File: config.mk
export PLATFORM = sky130hd
export DESIGN_NAME = projeto_bobc_flat
export DESIGN_NICKNAME = d
export VERILOG_FILES = /design/src/rtl/projeto_bobc_if.sv /design/src/rtl/projeto_bobc.sv /design/src/flat_wrapper.sv
export SDC_FILE = /design/constraint.sdc
export NUM_CORES = 1
export LEC_CHECK = 0
export ABC_AREA = 1
export CORE_UTILIZATION = 45
export DETAILED_ROUTE_END_ITERATION = 8
export MAX_ROUTING_LAYER = met4
export PLACE_DENSITY = 0.66
export SYNTH_ARGS = -nofsm -noshare
export SYNTH_HDL_FRONTEND = slang
export SYNTH_SLANG_ARGS = --single-unit
File: constraint.sdc
create_clock -name ck -period 11.6 [get_ports ck]
set_input_delay 1.16 -clock ck [delete_from_list [all_inputs] [get_ports ck]]
set_output_delay 1.16 -clock ck [all_outputs]
set_load 0.02 [all_outputs]
File: src/rtl/projeto_bobc_if.sv
// Requester-side bus of the quadratic evaluator: start/acknowledge handshake,
// operands, and the registered result with its valid LED.
interface projeto_bobc_if #(parameter int WIDTH = 16);
    logic             inicio;
    logic             pronto;
    logic [WIDTH-1:0] X;
    logic [WIDTH-1:0] A;
    logic [WIDTH-1:0] B;
    logic [WIDTH-1:0] C;
    logic [WIDTH-1:0] Resultado;
    logic             LED;

    modport master (output inicio, pronto, X, A, B, C, input Resultado, LED);
    modport slave  (input inicio, pronto, X, A, B, C, output Resultado, LED);
endinterface

File: src/rtl/projeto_bobc.sv
// Sequential evaluator of A*X^2 + B*X + C (modulo 2^WIDTH) built from one shared
// multiplier and one shared adder, sequenced by a six-step FSM plus a DONE hold state.
module projeto_bobc #(
    parameter int WIDTH = 16
) (
    input  logic           ck,
    input  logic           rst,
    projeto_bobc_if.slave  bus
);
    typedef enum logic [2:0] {IDLE, MXX, MA, MB, AD1, AD2, DONE} state_t;

    state_t           state_reg;
    logic [WIDTH-1:0] rx_reg, ra_reg, rb_reg, rc_reg;
    logic [WIDTH-1:0] r1_reg, r2_reg, rres_reg;
    logic             led_reg;

    logic [WIDTH-1:0] mul_a, mul_b, add_a, add_b;
    logic [WIDTH-1:0] prod, sum;

    // Operand steering for the shared arithmetic units.
    always_comb begin
        mul_a = '0;
        mul_b = '0;
        add_a = '0;
        add_b = '0;
        case (state_reg)
            MXX: begin mul_a = rx_reg; mul_b = rx_reg; end
            MA:  begin mul_a = ra_reg; mul_b = r1_reg; end
            MB:  begin mul_a = rb_reg; mul_b = rx_reg; end
            AD1: begin add_a = r1_reg; add_b = r2_reg; end
            AD2: begin add_a = r1_reg; add_b = rc_reg; end
            default: ;
        endcase
    end

    // Only the low WIDTH bits of product and sum are kept.
    assign prod = mul_a * mul_b;
    assign sum  = add_a + add_b;

    always_ff @(posedge ck or posedge rst) begin
        if (rst) begin
            state_reg <= IDLE;
            rx_reg    <= '0;
            ra_reg    <= '0;
            rb_reg    <= '0;
            rc_reg    <= '0;
            r1_reg    <= '0;
            r2_reg    <= '0;
            rres_reg  <= '0;
            led_reg   <= 1'b0;
        end else begin
            case (state_reg)
                IDLE: begin
                    if (bus.inicio) begin
                        rx_reg    <= bus.X;
                        ra_reg    <= bus.A;
                        rb_reg    <= bus.B;
                        rc_reg    <= bus.C;
                        state_reg <= MXX;
                    end
                end
                MXX: begin
                    r1_reg    <= prod;
                    state_reg <= MA;
                end
                MA: begin
                    r1_reg    <= prod;
                    state_reg <= MB;
                end
                MB: begin
                    r2_reg    <= prod;
                    state_reg <= AD1;
                end
                AD1: begin
                    r1_reg    <= sum;
                    state_reg <= AD2;
                end
                AD2: begin
                    rres_reg  <= sum;
                    led_reg   <= 1'b1;
                    state_reg <= DONE;
                end
                DONE: begin
                    if (bus.pronto) begin
                        led_reg   <= 1'b0;
                        state_reg <= IDLE;
                    end
                end
                default: state_reg <= IDLE;
            endcase
        end
    end

    assign bus.Resultado = rres_reg;
    assign bus.LED       = led_reg;
endmodule

File: src/flat_wrapper.sv
// flat-port wrapper written by rule: the top's interface ports become plain ports
module projeto_bobc_flat 
#(
    parameter int WIDTH = 16
)
  (ck, rst, bus_inicio, bus_pronto, bus_X, bus_A, bus_B, bus_C, bus_Resultado, bus_LED);
  projeto_bobc_if #(.WIDTH(WIDTH)) bus_i ();
  input  logic ck;
  input  logic rst;
  input wire logic [$bits(bus_i.inicio)-1:0] bus_inicio;
  input wire logic [$bits(bus_i.pronto)-1:0] bus_pronto;
  input wire logic [$bits(bus_i.X)-1:0] bus_X;
  input wire logic [$bits(bus_i.A)-1:0] bus_A;
  input wire logic [$bits(bus_i.B)-1:0] bus_B;
  input wire logic [$bits(bus_i.C)-1:0] bus_C;
  output wire logic [$bits(bus_i.Resultado)-1:0] bus_Resultado;
  output wire logic [$bits(bus_i.LED)-1:0] bus_LED;
  assign bus_i.inicio = bus_inicio;
  assign bus_i.pronto = bus_pronto;
  assign bus_i.X = bus_X;
  assign bus_i.A = bus_A;
  assign bus_i.B = bus_B;
  assign bus_i.C = bus_C;
  assign bus_Resultado = bus_i.Resultado;
  assign bus_LED = bus_i.LED;
  projeto_bobc #(.WIDTH(WIDTH)) u_core (.ck(ck), .rst(rst), .bus(bus_i));
endmodule
==> impl_results.md <==
* Gr busiest metal: met2
* Setup WS post-layout at about 4.5 ns
* Fillers at ~2100
* Area Overhead vs Synth at 15.1%
* Final Hold Vio Count at 0
* Pre-CTS setup slack at 4.58 ns
* Tightest Hold Check Type: reg2reg
* CTS tree: yes
* Crit path launch: u_core.state_reg[0]
* Most frequent cells in the layout: 375 x nand2_1, 272 x inv_1, 116 x dfrtp_1, 84 x clkdlybuf4s50_1, 81 x fa_1
* Mapped Avg Cell Area at ~7.9 um2
* Post_cts resized at 0
* RSZ-0062 raised after global routing: false
* Crit-path max FO at 22
* Max Cap Viol at 0
* CTS Buf Count at 17
* Die footprint at 23600 um2
* Global-route wire length before repair at approximately 44 mm
* Yosys cell types at 41
* Die H at 153 um
* WL final at around 26 mm
* FMAX at roughly 140 MHz
* Critical path startpoint category: flop
* I/O pins at 85
* Worst path bufs/invs at 8
* Die X at between 150 and 200 um
* Worst hold path endpoint: u_core.bus.Resultado[11]
* Synth Instances at ~1300
* Largest net degree at the start of global routing at 80
* Reg2Reg Depth at 26
* Initial antenna violation count at 0
* Via count at around 8500
* Flop-to-flop setup slack at around 4.5 ns
* Syn_nets at 1518
* Pins Over Slew Limit at 0
* Slowest stage delay, CP at between 0.6 and 0.7 ns
* Critical path's top delay family: adder cells
* PwrDens at slightly below 300 nW/um2
* Buffers on Ports at 84
* Crit Path Category: reg2reg
* Post-route ant nets at 0
* Tmin final at a little over 7 ns
* WHS at roughly 0.48 ns
* Critical Path AT at ~7.4 ns
* Post-Layout Inst Area at 11900 um2
* Worst-Skew Late Latency at between 0.4 and 0.5 ns
* Hold-critical path depth at 2
* Worst-path clk slew at ~0.060 ns
* Grt met3 use at 0.0265
* Detailed Place HPWL at between 15 and 20 mm
* Leakage at between 0.006 and 0.007 uW
* Number of global-route vias before repair at approximately 8600
* Worst R2R End: u_core.r1_reg[14]
* GRT Util Overall at 0.245
* R2R Path Start: u_core.state_reg[0]
* H-Tree Depth at 4
* Cell Area, Synth at slightly above 10000 um2
* Commonest non-fill, non-tap cell in the layout: nand2_1
* Placer Congestion at 0.902
* Via density at around 5.1
* Post-CTS Setup Bufs at 0
* Met2 usage at 0.395
* FP Rows at 55
* Core Area at ~23000 um2
* Synth Register Bits at between 100 and 150
* Setup_tns at 0 ns
* CTS sink count at 116
* Grt met1 use at 0.322
* Hold path start: u_core.bus.Resultado[11]
* Slew @ Worst Pin at between 1 and 1.5 ns
* Hold_buf cts at 0
* Fin crit share at 0.612
* First-pass DRT Iterations at 5
* GRT Residual Overflow at 0
* Final nets at between 1500 and 2000
* CP required at 11.89 ns
* Final core occ at 0.527
* Clock root buffer master: clkbuf_16
* Placed instance area at ~11000 um2
* Clock Skews at ~0.0076 ns
* Layout cells sized above 1 at 0.0919
* Initial core utilization at 0.458
* Worst vdd ir at approximately 0.18 mV
* Status: complete, no violations
* WL/cell at approximately 16 um
* Relative slew slack at 0.332
* Post-route DRC at 0
* Critical Path Sink Type: flop
* ANT cells at 0
* Initial DRC count at approximately 570
* Max clock buf depth at 2
* Post-synthesis sequential area ratio at 0.281
* Final setup vio count at 0
* Slowest CP cell: o21ai_2
* Synth warn at 0
cells in the mapped netlist, drive strengths merged:
| cell | instances | area share |
|---|---|---|
| nand2 | 385 | 0.14 |
| inv | 279 | 0.10 |
| dfrtp | 116 | 0.28 |
| fa | 81 | 0.16 |
| ha | 64 | 0.078 |
| nand3 | 60 | 0.035 |
| o21ai | 54 | 0.029 |
| mux2 | 52 | 0.057 |
| nor2 | 49 | 0.020 |
| a21oi | 44 | 0.021 |
| clkbuf | 25 | 0.0091 |
| buf | 21 | 0.014 |
| xor2 | 20 | 0.017 |
| nand4 | 13 | 0.0079 |
| o22ai | 6 | 0.0036 |
| xnor2 | 6 | 0.0051 |
| o211ai | 5 | 0.0036 |
| a22o | 4 | 0.0034 |
| nand3b | 4 | 0.0029 |
| o21a | 3 | 0.0022 |
| o21bai | 3 | 0.0022 |
| a21o | 2 | 0.0015 |
| a31oi | 2 | 0.0012 |
| clkinv | 2 | 0.00073 |
| nor3 | 2 | 0.00097 |
| a21boi | 1 | 0.00073 |
| o2111ai | 1 | 0.00085 |
| o221ai | 1 | 0.00085 |
routing by layer:
metal	part of all wire	routed length [um]
met4	0.028	718
met3	0.044	1160
met1	0.46	11900
met2	0.47	12300
met5	0	0
how the worst max path moves through the flow:
stage | depth (start not counted) | slack (ns) | endpoint
final | 26 | 4.50 | u_core.r1_reg[14]
after global routing | 25 | 3.99 | u_core.r1_reg[14]
after CTS | 26 | 4.55 | u_core.r1_reg[14]
after detailed placement | 26 | 4.58 | u_core.r1_reg[14]
after global placement | 26 | 4.72 | u_core.r1_reg[14]
after floorplan | 29 | 5.62 | u_core.r1_reg[14]
area by class of cell:
class / count / area, um2 / share of cell area
flip-flops and latches: 116 / 2900 / 0.244
clock inverters: 14 / 106 / 0.00895
well taps: 285 / 357 / 0.0300
repair buffers: 91 / 893 / 0.0751
inverters: 281 / 1060 / 0.0889
clock buffers: 18 / 429 / 0.0361
multi-input cells: 862 / 6140 / 0.517
logic make-up (layout without fill, tap and decap cells):
family / Yosys count / count (layout) / share of synthesized area
compound gates: 126 / 126 / 0.0701
xor+xnor: 26 / 26 / 0.0221
fa+ha+maj: 145 / 145 / 0.235
buf+inv: 327 / 404 / 0.126
flops: 116 / 116 / 0.281
mux: 52 / 52 / 0.0567
simple gates: 513 / 513 / 0.210
tightest hold or removal path, delay by kind of cell, from the launching register on:
kind          cells  cell delay (ns)
flops             1             0.34
simple gates      2             0.11
report_power, final:
part | switching (uW) | internal [uW]
Clock | 202 | 274
Combinational | 1500 | 817
Sequential | 142 | 592
Total | 1850 | 1680
through the flow:
stage / cells / total power [uW]
global placement: 1635 / 3000
CTS: 1667 / 3540
global route: 1667 / 3890
finish: 1667 / 3530
detailed placement: 1635 / 3040
floorplan: 1305 / 2380
Power figures use the tool's default switching activity.
